**src/rtl/fetch_pc_unit.sv**
```systemverilog
// Instruction-fetch PC unit: owns the PC, applies stalls and ID-stage redirects (one delay slot),
// and freezes in a sticky fault state on an illegal fetch target. Optional macro: FETCH_COUNTER_EN.
module fetch_pc_unit #(
    parameter logic [31:0] RESET_PC = 32'h0000_3000,
    parameter logic [31:0] IM_BASE  = 32'h0000_3000,
    parameter int unsigned IM_WORDS = 4096
) (
    input  logic        clk,
    input  logic        reset,
    input  logic        stall,
    input  logic [2:0]  jump_signal_id,
    input  logic        branch_taken_id,
    input  logic [31:0] pc_id,
    input  logic [15:0] addr16_id,
    input  logic [25:0] addr26_id,
    input  logic [31:0] rs_value_id,
    output logic [31:0] instr_addr,
    output logic [31:0] pc_if,
    output logic        valid_if,
    output logic        if_reg_enable,
    output logic        fault,
    output logic [31:0] fault_pc
`ifdef FETCH_COUNTER_EN
    ,
    output logic [31:0] fetch_count
`endif
);

    typedef enum logic [0:0] {
        ST_RUN   = 1'b0,
        ST_FAULT = 1'b1
    } state_t;

    // 33-bit upper bound so IM_BASE + 4*IM_WORDS cannot wrap
    localparam logic [32:0] IM_LO = {1'b0, IM_BASE};
    localparam logic [32:0] IM_HI = {1'b0, IM_BASE} + (33'(IM_WORDS) << 2);

    state_t      state_q, state_d;
    logic [31:0] pc_q, pc_d;
    logic [31:0] fault_pc_q, fault_pc_d;
    logic        redirect_s;
    logic [31:0] target_s;
    logic [31:0] next_pc_s;
    logic        legal_s;
    logic        advance_s;

    // Redirect decode and target selection for the instruction sitting in ID
    always_comb begin
        redirect_s = 1'b0;
        target_s   = 32'h0000_0000;
        case (jump_signal_id)
            3'd1: begin
                redirect_s = branch_taken_id;
                target_s   = pc_id + 32'd4 + {{14{addr16_id[15]}}, addr16_id, 2'b00};
            end
            3'd2: begin
                redirect_s = 1'b1;
                target_s   = {pc_id[31:28], addr26_id, 2'b00};
            end
            3'd3: begin
                redirect_s = 1'b1;
                target_s   = rs_value_id;
            end
            default: begin
                redirect_s = 1'b0;
                target_s   = 32'h0000_0000;
            end
        endcase
    end

    // Next sequential/redirected PC and its legality
    always_comb begin
        next_pc_s = redirect_s ? target_s : (pc_q + 32'd4);
        legal_s   = (next_pc_s[1:0] == 2'b00) &&
                    ({1'b0, next_pc_s} >= IM_LO) &&
                    ({1'b0, next_pc_s} <  IM_HI);
    end

    // FSM next-state: stall beats redirect; an illegal target freezes the PC
    always_comb begin
        state_d    = state_q;
        pc_d       = pc_q;
        fault_pc_d = fault_pc_q;
        advance_s  = 1'b0;
        case (state_q)
            ST_RUN: begin
                if (stall) begin
                    pc_d = pc_q;
                end else if (!legal_s) begin
                    state_d    = ST_FAULT;
                    fault_pc_d = next_pc_s;
                end else begin
                    pc_d      = next_pc_s;
                    advance_s = 1'b1;
                end
            end
            ST_FAULT: begin
                state_d = ST_FAULT;
            end
            default: begin
                state_d = ST_FAULT;
            end
        endcase
    end

    // State, PC and fault-address registers
    always_ff @(posedge clk) begin
        if (reset) begin
            state_q    <= ST_RUN;
            pc_q       <= RESET_PC;
            fault_pc_q <= 32'h0000_0000;
        end else begin
            state_q    <= state_d;
            pc_q       <= pc_d;
            fault_pc_q <= fault_pc_d;
        end
    end

`ifdef FETCH_COUNTER_EN
    logic [31:0] fetch_count_q;

    // Counts accepted fetch advances, wrapping naturally
    always_ff @(posedge clk) begin
        if (reset) begin
            fetch_count_q <= 32'h0000_0000;
        end else if (advance_s) begin
            fetch_count_q <= fetch_count_q + 32'd1;
        end else begin
            fetch_count_q <= fetch_count_q;
        end
    end

    assign fetch_count = fetch_count_q;
`endif

    assign instr_addr    = pc_q;
    assign pc_if         = pc_q;
    assign valid_if      = (state_q == ST_RUN);
    assign fault         = (state_q == ST_FAULT);
    assign fault_pc      = fault_pc_q;
    assign if_reg_enable = ~stall;

endmodule

```
**config.mk**
```make
export PLATFORM = sky130hd
export DESIGN_NAME = fetch_pc_unit
export DESIGN_NICKNAME = d
export VERILOG_FILES = /design/src/rtl/fetch_pc_unit.sv
export SDC_FILE = /design/constraint.sdc
export NUM_CORES = 1
export LEC_CHECK = 0
export CAP_MARGIN = 30
export CORE_MARGIN = 5
export CORE_UTILIZATION = 35
export CTS_BUF_LIST = sky130_fd_sc_hd__clkbuf_8 sky130_fd_sc_hd__clkbuf_16
export DETAILED_ROUTE_END_ITERATION = 16
export PLACE_DENSITY = 0.73
export SLEW_MARGIN = 20
export SYNTH_ARGS = -nofsm -noshare
export SYNTH_HDL_FRONTEND = slang
export SYNTH_SLANG_ARGS = --single-unit
export TNS_END_PERCENT = 1
```
**constraint.sdc**
```tcl
create_clock -name clk -period 8.2 [get_ports clk]
set_input_delay 1.23 -clock clk [delete_from_list [all_inputs] [get_ports clk]]
set_output_delay 1.23 -clock clk [all_outputs]
set_load 0.1 [all_outputs]
```
## Yosys cells after proc, flatten, opt, wreduce, memory -nomap -nowiden

Cells that the tools add are included.

| word-level totals | value |
|---|---|
| bits in registers | 65 |
| latch bits | 0 |
| RAM bits | 0 |
| bits in read-only memories | 0 |
| output and inout port bits | 99 |
| logic and storage cells | 26 |
| memories kept | 0 |

| operators by class | value |
|---|---|
| $add $sub $neg | 3 |
| multipliers | 0 |
| divide/modulo/power cells | 0 |
| magnitude comparators | 2 |
| equal/unequal tests | 3 |
| shift operators | 0 |
| multiplexer cells | 6 |
| bitwise operators | 3 |
| reduce and logical (&&, ||, !) cells | 6 |

Operator list:

| kind | number |
|---|---|
| $pmux W32 S3 | 1 |
| $add A32 B3 Y32 const B | 2 |
| $add A32 B32 Y32 | 1 |
| $ge A32 B14 Y1 const B | 1 |
| $lt A32 B15 Y1 const B | 1 |
| $mux W32 | 1 |
| $eq A3 B2 Y1 const B | 2 |
| $reduce_and A3 Y1 | 2 |
| $pmux W1 S2 | 2 |
| $eq A3 B1 Y1 const B | 1 |
| $not A1 Y1 | 3 |
| $logic_and A1 B1 Y1 | 2 |
| $logic_not A2 Y1 | 1 |
| $mux W1 | 2 |
| $reduce_or A2 Y1 | 1 |

## Depth between registers and ports, before layout

| depth | value |
|---|---|
| word-level depth | 10 |
| depth in mapped cells | 17 |

## Worst setup path before layout

Ideal clock, no wire load.

| timing path | value |
|---|---|
| path type | input port to flip-flop |
| start point | input port pc_id[3] |
| end point | register fault_pc_q[9] (netlist: fault_pc[9]) |
| arrival | 4.934 ns |
| slack | 3.143 ns |
| stages | 14 |
| buffers on the path | 1 |
| path through | ha_1 ha_1 fa_1 a21o_1 a221o_1 a21oi_1 a211oi_1 or3_1 a21oi_1 o211ai_1 or4_4 o31ai_4 buf_6 mux2_1 |

| on the way | value |
|---|---|
| cells in the longest elaborated chain, start to end | 9 |
| elaborated cells on any way between the ends | 10 |

Ends and longest elaborated chain:

| what | line | text |
|---|---|---|
| from (decl) | 13 | `input logic [31:0] pc_id,` |
| $add A32 B3 Y32 * | 54 | `target_s = pc_id + 32'd4 + {{14{addr16_id[15]}}, addr16_id, 2'b00};` |
| $add A32 B32 Y32 * | 54 |  |
| $pmux W32 S3 * | 51 | `case (jump_signal_id)` |
| $mux W32 * | 73 | `next_pc_s = redirect_s ? target_s : (pc_q + 32'd4);` |
| $ge A32 B14 Y1 | 75 | `({1'b0, next_pc_s} >= IM_LO) &&` |
| $logic_and A1 B1 Y1 | 74 | `legal_s = (next_pc_s[1:0] == 2'b00) &&` |
| $logic_and A1 B1 Y1 | 75 |  |
| $not A1 Y1 (no source line) | - |  |
| $reduce_and A3 Y1 (no source line) | - |  |
| to (signal assigned) | 115 | `fault_pc_q <= fault_pc_d;` |
| to (decl) | 40 | `logic [31:0] fault_pc_q, fault_pc_d;` |

Every way passes the cells marked *; elsewhere a longest branch is shown, timed or not.
A chain may end at the register's enable or synchronous reset.

## Worst setup path after layout

| timing path | value |
|---|---|
| start point | input port addr16_id[15] |
| end point | register fault_pc_q[3] (netlist: fault_pc[3]) |

| on the way | value |
|---|---|
| cells in the longest elaborated chain, start to end | 8 |
| elaborated cells on any way between the ends | 9 |

Ends and longest elaborated chain:

| what | line | text |
|---|---|---|
| from (decl) | 14 | `input logic [15:0] addr16_id,` |
| $add A32 B32 Y32 * | 54 |  |
| $pmux W32 S3 * | 51 |  |
| $mux W32 * | 73 |  |
| $ge A32 B14 Y1 | 75 |  |
| $logic_and A1 B1 Y1 | 74 |  |
| $logic_and A1 B1 Y1 * | 75 |  |
| $not A1 Y1 (no source line) * | - |  |
| $reduce_and A3 Y1 (no source line) * | - |  |

Marks and branches as above.

==> metrics.md <==
| Metric | Value |
|---|---|
| Max_slew headroom | `0.319` |
| Outcome | `finished clean` |
| Arrival time at the worst endpoint | `6310 ps` |
| RSZ-0062 raised after global routing | `no` |
| Crit path largest cell delay | `around 830 ps` |
| ANT nets after route | `0` |
| Post-CTS setup buffer count | `0` |
| Crit share post-route | `0.741` |
| PwrDens | `around 140 nW/µm²` |
| CP Class | `in -> reg` |
| MaxCap Viol Count | `0` |
| Die height | `145 µm` |
| Final setup fails | `0` |
| Crit path capture type | `flip-flop` |
| Initial drt markers | `slightly below 700` |
| Top post-synthesis cells by area | `dfxtp_1, ha_1, mux2i_1` |
| Fmax | `165 MHz` |
| Placer Congestion | `between 1 and 1.5` |
| Area Growth Syn to Fin | `37.9%` |
| Worst-skew pair later-pin latency | `340 ps` |
| Largest area contributor in the netlist | `dfxtp_1` |
| Reg2Reg Launch Point | `instr_addr[2]` |
| CTS tree | `yes` |
| Pin count of the biggest net entering global routing | `39` |
| Max Fanout on Critical Path | `15` |
| Yosys top cell area share | `0.204` |
| Drt total wl | `23,400 µm` |
| Synth Register Bits | `65` |
| Die area | `21,000 µm²` |
| Number of port buffers | `roughly 210` |
| Post-synth net total | `987` |
| Critical path's slowest cell | `clkdlybuf4s50_1` |
| Max-slew violations | `0` |
| Synthesized area | `between 6000 and 7000 µm²` |
| Total negative slack | `0 ps` |
| Final layout net count | `~1,100` |
| HP Start | `fault_pc[7]` |
| Drt first pass iters | `5` |
| Effective utilization at floorplan | `0.355` |
| Seq pwr share | `0.275` |
| Floorplan row count | `49` |
| Fraction of registers with async set or reset after synthesis | `0` |
| Vias per inst | `between 5 and 6` |
| Syn Area/Cell | `7.82 µm²` |
| Sw frac | `0.362` |
| Total grt overflow | `0` |
| Worst-path cell chain | `clkdlybuf4s50_1 > ha_1 > ha_1 > a21o_1 > a21oi_1 > o221ai_1 > a21o_1 > or3_1 > a21oi_1 > o211ai_1 > or4_4 > o31ai_4 > mux2_2` |
| Synth top cells by count | `nand2_1, dfxtp_1, ha_1, a21oi_1, nor2_1` |
| CP top delay family | `compound AO/OA/AOI/OAI gates` |
| Clock slew at reported path FFs | `roughly 60 ps` |
| Internal power | `0.000765 W` |
| Max Root-Sink Buffers | `2` |
| Post-route clock skew | `8.69 ps` |
| Post-route DRC | `0` |
| Fillers | `1,757` |
| CP bufs+invs | `1` |
| Vias in the first global route | `6,816` |
| I/O pin count | `212` |
| Warnings, synthesis | `0` |
| Post-synth EDFFs | `0` |
| Post-CTS Hold Fix Bufs | `0` |
| NetSw | `0.000434 W` |
| Worst vdd ir | `0.107 mV` |
| Worst-Margin Slew | `a little over 1000 ps` |
| Combinational Power Share | `0.373` |
| Clock share of power | `0.352` |
| Die width | `145 µm` |
| Initial antenna violation count | `0` |
| Synth unique cells | `70` |
| Most numerous cell in the Yosys netlist | `nand2_1` |
| Core Util, Final | `0.489` |
| Worst EP required | `8430 ps` |
| Wire per inst | `19.4 µm` |
| Seq/Total Area, Yosys | `0.204` |
| H-tree levels | `3` |
| Share of cells above drive strength 1 | `0.0534` |
| CTS Sinks | `65` |
| Total inserted antenna cells | `0` |
| Detailed Place HPWL | `around 19,000 µm` |
| First-pass GRT wire length | `36,500 µm` |
| HP Class | `reg -> reg` |
| Core footprint | `18,000 µm²` |
| Setup crit start | `addr16_id[15]` |
| CTS Buf Count | `9` |
| Clock root buffer | `clkbuf_16` |
| Synth Instances | `815` |
| Total track usage | `0.212` |
| Routed vias | `6,898` |
| Hold Vio Cnt, Final | `0` |
| Worst Setup Start Kind | `input port` |
| Top FF cell, synth | `dfxtp_1` |
| Final Critical Period | `6080 ps` |
| Gates resized, CTS repair | `0` |
| Leak pwr | `around 3.4 nW` |
-- layer usage --
layer	GRT usage	up-vias	part of all wire
met2	0.356	348	0.47
met3	0.0636	28	0.083
li1	-	3313	-
met1	0.273	3209	0.44
met4	0.0334	0	0.012
met5	0	-	0
-- cell families (layout without fill, tap and decap cells) --
family / count (synthesis) / count (layout) / synth area share
compound gates: 221 / 221 / 0.238
simple gates: 285 / 285 / 0.229
buf+inv: 95 / 253 / 0.0766
flops: 65 / 65 / 0.204
mux: 46 / 46 / 0.0748
xor+xnor: 44 / 44 / 0.0605
fa+ha+maj: 59 / 59 / 0.117
-- power by group through the flow --
| stage | combinational [W] | sequential [W] | clock (W) |
|---|---|---|---|
| floorplan | 0.000232 | 0.000397 | 0 |
| global placement | 0.000439 | 0.000336 | 0 |
| finish | 0.000447 | 0.000330 | 0.000422 |
| CTS | 0.000444 | 0.000330 | 0.000423 |
| detailed placement | 0.000442 | 0.000336 | 0 |
| global route | 0.000482 | 0.000330 | 0.000440 |
-- flip-flops by register name, summed over array words and instances, names as in the netlist --
name        count
instr_addr     32
fault           1
fault_pc       32
-- worst min-delay path, delay by kind of cell, from the launching register on --
kind	cells	cell delay (ps)
flops	1	300
mux	1	50
simple gates	1	50
-- layout by cell type, fill, tap and decap left out, types with 11 or more instances in the layout --
master           count
nand2_1             79
nand4_1             23
a21oi_1             48
a22oi_1             11
inv_1               16
a211oi_1            11
nor2b_1             22
and2_1              25
xor2_1              17
clkdlybuf4s50_1    210
nor2_1              47
mux2_2              12
dfxtp_1             65
a31oi_1             11
xnor2_1             27
o211ai_1            16
nor3_1              14
mux2i_1             33
o21ai_0             40
ha_1                58
nand3_1             29
-- through the flow --
step | hold WS (ps) | std cells | power, W | area (µm²) | worst slack, ps
floorplan | 890 | 815 | 0.000629 | 6370 | 3140
global placement | 447 | 1184 | 0.000775 | 8400 | 1900
detailed placement | 452 | 1185 | 0.000778 | 8430 | 1830
CTS | 459 | 1201 | 0.00120 | 8760 | 2200
global route | 489 | 1202 | 0.00125 | 8790 | 1880
finish | 455 | 1202 | 0.00120 | 8790 | 2120
-- cell type report --
cell class,instances,area (µm²),share of cell area
Inverter,16,60.1,0.00683
Sequential cell,65,1300,0.148
Multi-Input combinational cell,655,4590,0.522
Tap cell,229,287,0.0326
Timing Repair Buffer,221,2220,0.253
Clock inverter,7,103,0.0117
Clock buffer,9,225,0.0256
-- final timing paths --
check,endpoint,slack [ps],cells after the start
worst min register to register,fault_pc[7],460,2
worst max register to register,fault_pc[3],3700,11
worst max-delay path,fault_pc[3],2120,13
worst min-delay path,fault_pc[7],460,2
(Power assumes the default switching activity.)
